`src/rtl/vram_arbiter.sv`:
```
// Screen-RAM access controller: one access per cycle, fixed priority
// display read > buffered CPU write > hardware fill write.
module vram_arbiter #(
  parameter int ADDR_W     = 16,
  parameter int DATA_W     = 8,
  parameter int FIFO_DEPTH = 4
) (
  input  logic              i_clk,
  input  logic              i_rst,
  input  logic              i_disp_req,
  input  logic [ADDR_W-1:0] i_disp_addr,
  output logic              o_disp_valid,
  output logic [DATA_W-1:0] o_disp_data,
  input  logic              i_cpu_wr_req,
  input  logic [ADDR_W-1:0] i_cpu_wr_addr,
  input  logic [DATA_W-1:0] i_cpu_wr_data,
  output logic              o_cpu_wr_ready,
  input  logic              i_fill_start,
  input  logic [ADDR_W-1:0] i_fill_base,
  input  logic [ADDR_W-1:0] i_fill_len,
  input  logic [DATA_W-1:0] i_fill_data,
  output logic              o_fill_busy,
  output logic              o_fill_done,
  output logic [ADDR_W-1:0] o_ram_addr,
  output logic [DATA_W-1:0] o_ram_wdata,
  output logic              o_ram_we,
  input  logic [DATA_W-1:0] i_ram_q
);

  localparam int PTR_W = (FIFO_DEPTH > 1) ? $clog2(FIFO_DEPTH) : 1;
  localparam int CNT_W = PTR_W + 1;
  localparam logic [CNT_W-1:0] FULL_CNT = CNT_W'(FIFO_DEPTH);

  typedef enum logic [1:0] {
    FILL_IDLE,
    FILL_RUN,
    FILL_DONE
  } fill_state_t;

  logic [ADDR_W-1:0] r_fifoAddr [FIFO_DEPTH];
  logic [DATA_W-1:0] r_fifoData [FIFO_DEPTH];
  logic [PTR_W-1:0]  r_wrPtr;
  logic [PTR_W-1:0]  r_rdPtr;
  logic [CNT_W-1:0]  r_count;
  logic              r_dispValid;

  fill_state_t       r_state;
  fill_state_t       w_nextState;
  logic [ADDR_W-1:0] r_curAddr;
  logic [ADDR_W-1:0] r_remaining;
  logic [DATA_W-1:0] r_fillByte;

  logic w_fifoEmpty;
  logic w_push;
  logic w_pop;
  logic w_fillGrant;

  assign w_fifoEmpty    = (r_count == '0);
  assign o_cpu_wr_ready = (r_count != FULL_CNT);
  assign w_push         = i_cpu_wr_req & o_cpu_wr_ready;
  assign o_disp_valid   = r_dispValid;
  assign o_disp_data    = i_ram_q;

  // Grant is suppressed while reset is held so nothing touches RAM then.
  always_comb begin
    o_ram_addr  = '0;
    o_ram_wdata = '0;
    o_ram_we    = 1'b0;
    w_pop       = 1'b0;
    w_fillGrant = 1'b0;
    if (!i_rst) begin
      if (i_disp_req) begin
        o_ram_addr = i_disp_addr;
      end else if (!w_fifoEmpty) begin
        o_ram_addr  = r_fifoAddr[r_rdPtr];
        o_ram_wdata = r_fifoData[r_rdPtr];
        o_ram_we    = 1'b1;
        w_pop       = 1'b1;
      end else if (r_state == FILL_RUN) begin
        o_ram_addr  = r_curAddr;
        o_ram_wdata = r_fillByte;
        o_ram_we    = 1'b1;
        w_fillGrant = 1'b1;
      end
    end
  end

  always_ff @(posedge i_clk) begin
    if (i_rst) begin
      r_dispValid <= 1'b0;
    end else begin
      r_dispValid <= i_disp_req;
    end
  end

  always_ff @(posedge i_clk) begin
    if (i_rst) begin
      r_wrPtr <= '0;
      r_rdPtr <= '0;
      r_count <= '0;
    end else begin
      if (w_push) begin
        r_fifoAddr[r_wrPtr] <= i_cpu_wr_addr;
        r_fifoData[r_wrPtr] <= i_cpu_wr_data;
        r_wrPtr             <= r_wrPtr + PTR_W'(1);
      end
      if (w_pop) begin
        r_rdPtr <= r_rdPtr + PTR_W'(1);
      end
      case ({w_push, w_pop})
        2'b10:   r_count <= r_count + CNT_W'(1);
        2'b01:   r_count <= r_count - CNT_W'(1);
        default: r_count <= r_count;
      endcase
    end
  end

  always_ff @(posedge i_clk) begin
    if (i_rst) begin
      r_state <= FILL_IDLE;
    end else begin
      r_state <= w_nextState;
    end
  end

  // Fill parameters are captured only at acceptance; later input changes are ignored.
  always_ff @(posedge i_clk) begin
    if (i_rst) begin
      r_curAddr   <= '0;
      r_remaining <= '0;
      r_fillByte  <= '0;
    end else if (r_state == FILL_IDLE && i_fill_start) begin
      r_curAddr   <= i_fill_base;
      r_remaining <= i_fill_len;
      r_fillByte  <= i_fill_data;
    end else if (w_fillGrant) begin
      r_curAddr   <= r_curAddr + ADDR_W'(1);
      r_remaining <= r_remaining - ADDR_W'(1);
    end
  end

  always_comb begin
    w_nextState = r_state;
    o_fill_busy = 1'b0;
    o_fill_done = 1'b0;
    case (r_state)
      FILL_IDLE: begin
        if (i_fill_start) begin
          w_nextState = (i_fill_len == '0) ? FILL_DONE : FILL_RUN;
        end
      end
      FILL_RUN: begin
        o_fill_busy = 1'b1;
        if (w_fillGrant && r_remaining == ADDR_W'(1)) begin
          w_nextState = FILL_DONE;
        end
      end
      FILL_DONE: begin
        o_fill_done = 1'b1;
        w_nextState = FILL_IDLE;
      end
      default: w_nextState = FILL_IDLE;
    endcase
  end

endmodule
```
`config.mk`:
```
export PLATFORM = sky130hd
export DESIGN_NAME = vram_arbiter
export DESIGN_NICKNAME = d
export VERILOG_FILES = /design/src/rtl/vram_arbiter.sv
export SDC_FILE = /design/constraint.sdc
export NUM_CORES = 1
export LEC_CHECK = 0
export CAP_MARGIN = 25
export CORE_MARGIN = 2
export CORE_UTILIZATION = 52
export DETAILED_ROUTE_END_ITERATION = 12
export PLACE_DENSITY_LB_ADDON = 0.15
export SLEW_MARGIN = 10
export SYNTH_ARGS = -nofsm -noshare
export SYNTH_HDL_FRONTEND = slang
export SYNTH_SLANG_ARGS = --single-unit
```
`constraint.sdc`:
```
create_clock -name i_clk -period 2.7 [get_ports i_clk]
set_input_delay 0.54 -clock i_clk [delete_from_list [all_inputs] [get_ports i_clk]]
set_output_delay 0.54 -clock i_clk [all_outputs]
set_load 0.05 [all_outputs]
```
==> metrics, run 1 <==
status finished clean; data required time of the critical path 2.16 ns; final antenna-violating net count 0; Pre-antenna DRT Iters 5; Combinational Power Share 24.3%; Fmax 376 MHz; IO buf count 113; Clock power frac 34.0%; dpl ws -0.00205 ns; mux cell area share after synthesis 8.52%; hold violation count in the final report 0; worst min-delay path class register to register; ANT cells 0; initial core utilization 53.3%; CTS tree done; Nets 754; leakage power 3.09 nW; Design Area, Final 9110 um2; final setup fails 0; I/O pin total 130; Synthesized Nets 635; drt initial violations 426; normalized max-slew margin 56.1%; max-slew violation count 0; Max VDD drop 603 uV; CTS buffer count 17; Reg clk slew, reported paths 0.06 ns; final worst slack 0.0374 ns; die width 118 um; clk buf depth 2; Post-synth EDFFs 96; Compound-Gate Fraction of Synth Area 11.5%; switch share 29.7%; RSZ-0062 raised after global routing true; main area contributors after synthesis edfxtp_1, dfxtp_1, mux4_2; HPWL Detailed 11.3 mm; combinational family with the most area after synthesis simple AND/OR/NAND/NOR gates; DR WL/cell 20.7 um; WP data arrival 2.12 ns; area of the multi-input gates 2700 um2; die height 118 um; cts hold-fix bufs 0; first-pass GRT wire length 27.7 mm; Synth cell types 61; crit path max fanout 6; largest net degree at the start of global routing 47; core area 12600 um2; Top FF cell, synth edfxtp_1; CTS sink count 148; sequential area share after synthesis 58.4%; fill cell count 855; sequential cell area 3930 um2; CP startpoint kind register; Synth area leader edfxtp_1; Synth Warn # 0; clk_skew 0.00677 ns; Power Internal 0.00447 W; Cells after Synth 533; DRC viols 0; Mapped Area 6720 um2; GRT Util Overall 25.7%; xor/xnor cell area share of the yosys netlist 1.17%; Pwr per Cell Area 698 nW/um2; Final Non-Filler Cells 837; Skew-Pair Late Insertion Delay 0.42 ns; remaining global-route overflow 0; die area 13900 um2; antenna violations before repair 0; Via Count 4983; worst hold margin 0.472 ns; Setup Crit Path Kind register to output port; crit share post-route 98.6%; post-CTS setup buffers 0; register bit total from synthesis 148; adder-cell share of the synthesized area 1.79%; Avg Vias per Cell 5.95; Syn Area/Cell 12.6 um2; vias in the first global route 5049; P_sw 0.00189 W; top cell type's share of synthesized area 42.9%; share of layout cells above drive strength 1 22.9%; H-tree levels 4; async set-reset flop share out of synthesis 0%; synthesis-to-finish area growth 35.5%; Crit. End Element output port; post-placement cell count 803; placed cell area 8430 um2; minimum clock period 2.66 ns; Root Buffer Master clkbuf_16; Row Count 41; Placer Congestion 0.884; sequential power share 41.7%; max-cap viol count 0; Worst Tran Pin Value 0.652 ns; Simple-Gate Fraction of Synth Area 15.0%; Routed WL 17.3 mm
registers in the layout, indices dropped and copies added, names as in the netlist, named ones only:
name / cells
r_state: 2
r_fifoAddr: 64
o_disp_valid: 1
r_wrPtr: 2
r_remaining: 16
r_fillByte: 8
r_count: 3
r_fifoData: 32
r_curAddr: 16
r_rdPtr: 2
metal layers:
layer  part of all wire (%)  wire (um)  global-route usage, %
met1                     42       7260                   33.5
met3                    5.7        991                   6.73
met4                    1.7        295                   8.28
met2                     51       8780                   42.3
met5                      0          0                      0
Yosys cell counts (5+ instances only):
cell type	number
edfxtp_1	96
dfxtp_1	52
nand2_1	48
mux4_2	24
a21oi_1	21
clkbuf_1	21
nor2_1	20
nor3_1	18
nor2b_1	17
a221oi_1	15
or4_1	11
inv_1	10
nand3_1	10
o211ai_1	10
nor4_1	9
a22o_1	8
a2bb2oi_1	8
a31oi_1	8
buf_2	8
buf_4	8
ha_1	8
nand4_1	7
or3_1	7
xor2_1	7
and2_1	6
and3_1	6
o22ai_1	6
a211oi_1	5
a311oi_1	5
final timing paths:
path              slack [ns]                         end  cells after the start                        from
setup / recovery        0.04               o_ram_addr[4]                      5                    register
hold / removal          0.47  r_fillByte[5]$_SDFFE_PP0P_                      2  r_fillByte[5]$_SDFFE_PP0P_
setup reg to reg        0.22     r_count[2]$_SDFFE_PP0P_                      8     r_count[2]$_SDFFE_PP0P_
hold reg to reg         0.47  r_fillByte[5]$_SDFFE_PP0P_                      2  r_fillByte[5]$_SDFFE_PP0P_
logic make-up (layout without fill, tap and decap cells):
logic type	count (synthesis)	count (layout)
simple gates	181	181
flops	148	148
compound gates	106	106
buf+inv	53	185
mux	27	27
fa+ha+maj	9	9
xor+xnor	9	9
power by group through the flow:
stage,clock [W],sequential [W],combinational [W]
after floorplan,0,0.00265,0.000880
after global placement,0,0.00267,0.00142
after detailed placement,0,0.00268,0.00144
after CTS,0.00220,0.00264,0.00151
after global routing,0.00229,0.00266,0.00164
final,0.00216,0.00265,0.00154
worst max-delay path, stage by stage, from the launching register on:
cell       delay (ns)
dfxtp_4          0.42
clkbuf_16        0.19
mux4_2           0.53
a221oi_1         0.31
nor3_2           0.09
buf_12           0.16
layout by cell type (no fill, tap or decap), types with 11 or more instances in the layout:
master | synthesis | routed
nor2_1 | 20 | 20
clkbuf_16 | 0 | 18
dfxtp_1 | 52 | 51
nor3_2 | 3 | 18
a21oi_1 | 21 | 21
nand2_1 | 48 | 48
nor2b_1 | 17 | 17
buf_12 | 0 | 28
mux4_2 | 24 | 24
or4_1 | 11 | 11
clkdlybuf4s50_1 | 0 | 86
edfxtp_1 | 96 | 96
buf_4 | 8 | 22
what timing repair did:
item / CTS / global route
pin swaps: 0 / 9
cloned: 1 / 1
gates resized for setup: 8 / 10
setup endpoints to repair: 18 / 16
stage by stage:
| stage | util (%) | TNS, ns | total power [W] |
|---|---|---|---|
| final | 72.2 | 0 | 0.00636 |
| after global routing | 72.2 | -0.0193 | 0.00659 |
| after CTS | 71.7 | -0.0225 | 0.00634 |
| after detailed placement | 66.8 | -0.00205 | 0.00412 |
| after global placement | 66.8 | 0 | 0.00409 |
| after floorplan | - | 0 | 0.00353 |
cell type report:
type / instances / share of cell area [%]
well taps: 172 / 2.36
clock inverters: 15 / 1.33
flip-flops and latches: 148 / 43.1
multi-input cells: 332 / 29.6
repair buffers: 142 / 18.5
clock buffers: 17 / 4.67
inverters: 11 / 0.453
Note: power is estimated with default switching activity, not from simulation.
==> inputs of run 2 (changes only) <==
Settings changed: ABC_CLOCK_PERIOD_IN_PS from default to 2700.
==> results of run 2 <==
The final DEF is identical to that of run 1; final timing and power are the same.
==> inputs of run 3 (changes only) <==
Settings changed: TNS_END_PERCENT from default to 5.
==> metrics, run 3 (synthesized netlist as in run 1, its figures left out) <==
RSZ-0062 raised after global routing true (unchanged); cts hold-fix bufs 0 (unchanged); crit path max fanout 12 (was 6); Routed WL 17.1 mm (was 17.3 mm); ANT cells 0 (unchanged); CTS buffer count 17 (unchanged); status finished, violations left (was finished clean); CTS tree done (unchanged); Fmax 370 MHz (was 376 MHz); Power Internal 0.00469 W (was 0.00447 W); max-cap viol count 0 (unchanged); critical path, cell by cell buf_12 > mux4_2 > a221oi_1 > nor3_2 > buf_12 (was clkbuf_16 > mux4_2 > a221oi_1 > nor3_2 > buf_12); switch share 27.8% (was 29.7%); most common cell after layout, fill and taps aside edfxtp_1 (unchanged); P_sw 0.00181 W (was 0.00189 W); Final Non-Filler Cells 836 (was 837); hold violation count in the final report 0 (unchanged); clk_skew 0.00877 ns (was 0.00677 ns); vias in the first global route 5018 (was 5049); initial core utilization 53.3% (unchanged); Largest register FFs 64 (unchanged); core area 12600 um2 (unchanged); H-tree levels 4 (unchanged); Nets 754 (unchanged); register with the highest flop count r_fifoAddr (unchanged); crit share post-route 100% (was 98.6%); Pwr per Cell Area 717 nW/um2 (was 698 nW/um2); drt initial violations 534 (was 426); die width 118 um (unchanged); Reg clk slew, reported paths 0.06 ns (about the same); sequential power share 40.7% (was 41.7%); Combinational Power Share 22.8% (was 24.3%); die height 118 um (unchanged); final worst slack -0.00316 ns (was 0.0374 ns); IO buf count 113 (unchanged); R2R setup slack 0.28 ns (was 0.22 ns); normalized max-slew margin 56.0% (was 56.1%); Setup Crit Path Kind register to output port (unchanged); cell mode on critical path buf_12; remaining global-route overflow 0 (unchanged); Avg Vias per Cell 6.00 (was 5.95); die area 13900 um2 (unchanged); WP data arrival 2.16 ns (was 2.12 ns); Max VDD drop 576 uV (was 603 uV); HPWL Detailed 11.5 mm (was 11.3 mm); Crit. End Element output port (unchanged); worst min-delay path class register to register (unchanged); DRC viols 0 (unchanged); Placer Congestion 0.850 (was 0.884); antenna violations before repair 0 (unchanged); Clock power frac 36.5% (was 34.0%); Skew-Pair Late Insertion Delay 0.43 ns (was 0.42 ns); leakage power 3.08 nW (was 3.09 nW); Via Count 5015 (was 4983); data required time of the critical path 2.16 ns (about the same); Root Buffer Master clkbuf_16 (unchanged); max-slew violation count 0 (unchanged); CTS sink count 148 (unchanged); Row Count 41 (unchanged); final antenna-violating net count 0 (unchanged); GRT Util Overall 25.7% (about the same); clk buf depth 2 (unchanged); failing checks negative setup slack; Setup TNS -0.00316 ns (was 0 ns); Slowest-stage cell, CP mux4_2 (unchanged); share of layout cells above drive strength 1 21.4% (was 22.9%); CP startpoint kind register (unchanged); largest registers r_fifoAddr x64, r_fifoData x32 (unchanged); minimum clock period 2.70 ns (was 2.66 ns); DR WL/cell 20.5 um (was 20.7 um); Pre-antenna DRT Iters 5 (unchanged); first-pass GRT wire length 27.5 mm (was 27.7 mm); most frequent cells in the layout edfxtp_1, clkdlybuf4s50_1, dfxtp_1, nand2_1, buf_12 (unchanged); Worst Tran Pin Value 0.660 ns (was 0.652 ns); post-placement cell count 804 (was 803); Slowest Stage Delay on Critical Path 0.54 ns (was 0.53 ns); I/O pin total 130 (unchanged); synthesis-to-finish area growth 35.1% (was 35.5%); largest net degree at the start of global routing 35 (was 47); final setup fails 1 (was 0)
run 3: cell types whose count changed in the layout (fill, tap and decap cells not counted), moves of 3 or more:
| cell | change |
|---|---|
| bufinv_16 | +3 |
| inv_8 | -3 |
| clkbuf_1 | +3 |
| a221oi_1 | +5 |
| a221oi_2 | -5 |
run 3: timing repair:
item,in CTS,in global routing
resized for setup,16,5
setup buffers,0,0
setup endpoints to repair,14,24
pin swaps,0,1
gates cloned,1,0
run 3: routing by layer:
layer / vias up / share of wire [%] / GRT usage, % / wire (um)
met5: - / 0 / 0 / 0
met4: 0 / 1.4 / 7.15 / 240
met3: 27 / 6.3 / 7.27 / 1070
met2: 192 / 51 / 42.4 / 8690
met1: 2486 / 42 / 33.3 / 7100
li1: 2310 / - / - / -
run 3: worst paths after layout:
check,startpoint,endpoint,depth (start not counted)
worst max register to register,r_count[2]$_SDFFE_PP0P_,r_count[2]$_SDFFE_PP0P_,8
worst min-delay path,r_fillByte[3]$_SDFFE_PP0P_,r_fillByte[3]$_SDFFE_PP0P_,2
worst max-delay path,register,o_ram_addr[2],5
worst min register to register,r_fillByte[3]$_SDFFE_PP0P_,r_fillByte[3]$_SDFFE_PP0P_,2
run 3: layout make-up:
| class | instances | area, um2 |
|---|---|---|
| clock buffers | 20 | 437 |
| well taps | 172 | 215 |
| multi-input cells | 332 | 2650 |
| inverters | 11 | 41.3 |
| flip-flops and latches | 148 | 3930 |
| repair buffers | 142 | 1660 |
| fillers | 910 | 3540 |
| clock inverters | 11 | 155 |
run 3: worst max-delay path, delay by kind of cell, from the launching register on:
kind,cells,cell delay [ns]
flops,1,0.39
compound gates,1,0.36
mux,1,0.54
buf+inv,2,0.34
simple gates,1,0.11
run 3: metrics by stage:
step / power, W / util (%) / setup slack, ns / cell area (um2) / hold slack (ns)
finish: 0.00651 / 72.0 / -0.00316 / 9080 / 0.467
floorplan: 0.00351 / - / -0.314 / 6730 / 0.436
global route: 0.00675 / 72.0 / -0.110 / 9080 / 0.495
CTS: 0.00653 / 71.8 / -0.0337 / 9060 / 0.463
detailed placement: 0.00410 / 66.3 / 0.0462 / 8370 / 0.454
global placement: 0.00407 / 66.3 / 0.0740 / 8370 / 0.448
run 3: power by group through the flow:
stage | sequential [W] | combinational [W] | clock, W
6_report | 0.00265 | 0.00149 | 0.00237
3_3_place_gp | 0.00267 | 0.00140 | 0
2_1_floorplan | 0.00265 | 0.000861 | 0
4_1_cts | 0.00264 | 0.00148 | 0.00240
5_1_grt | 0.00266 | 0.00159 | 0.00251
3_5_place_dp | 0.00268 | 0.00142 | 0
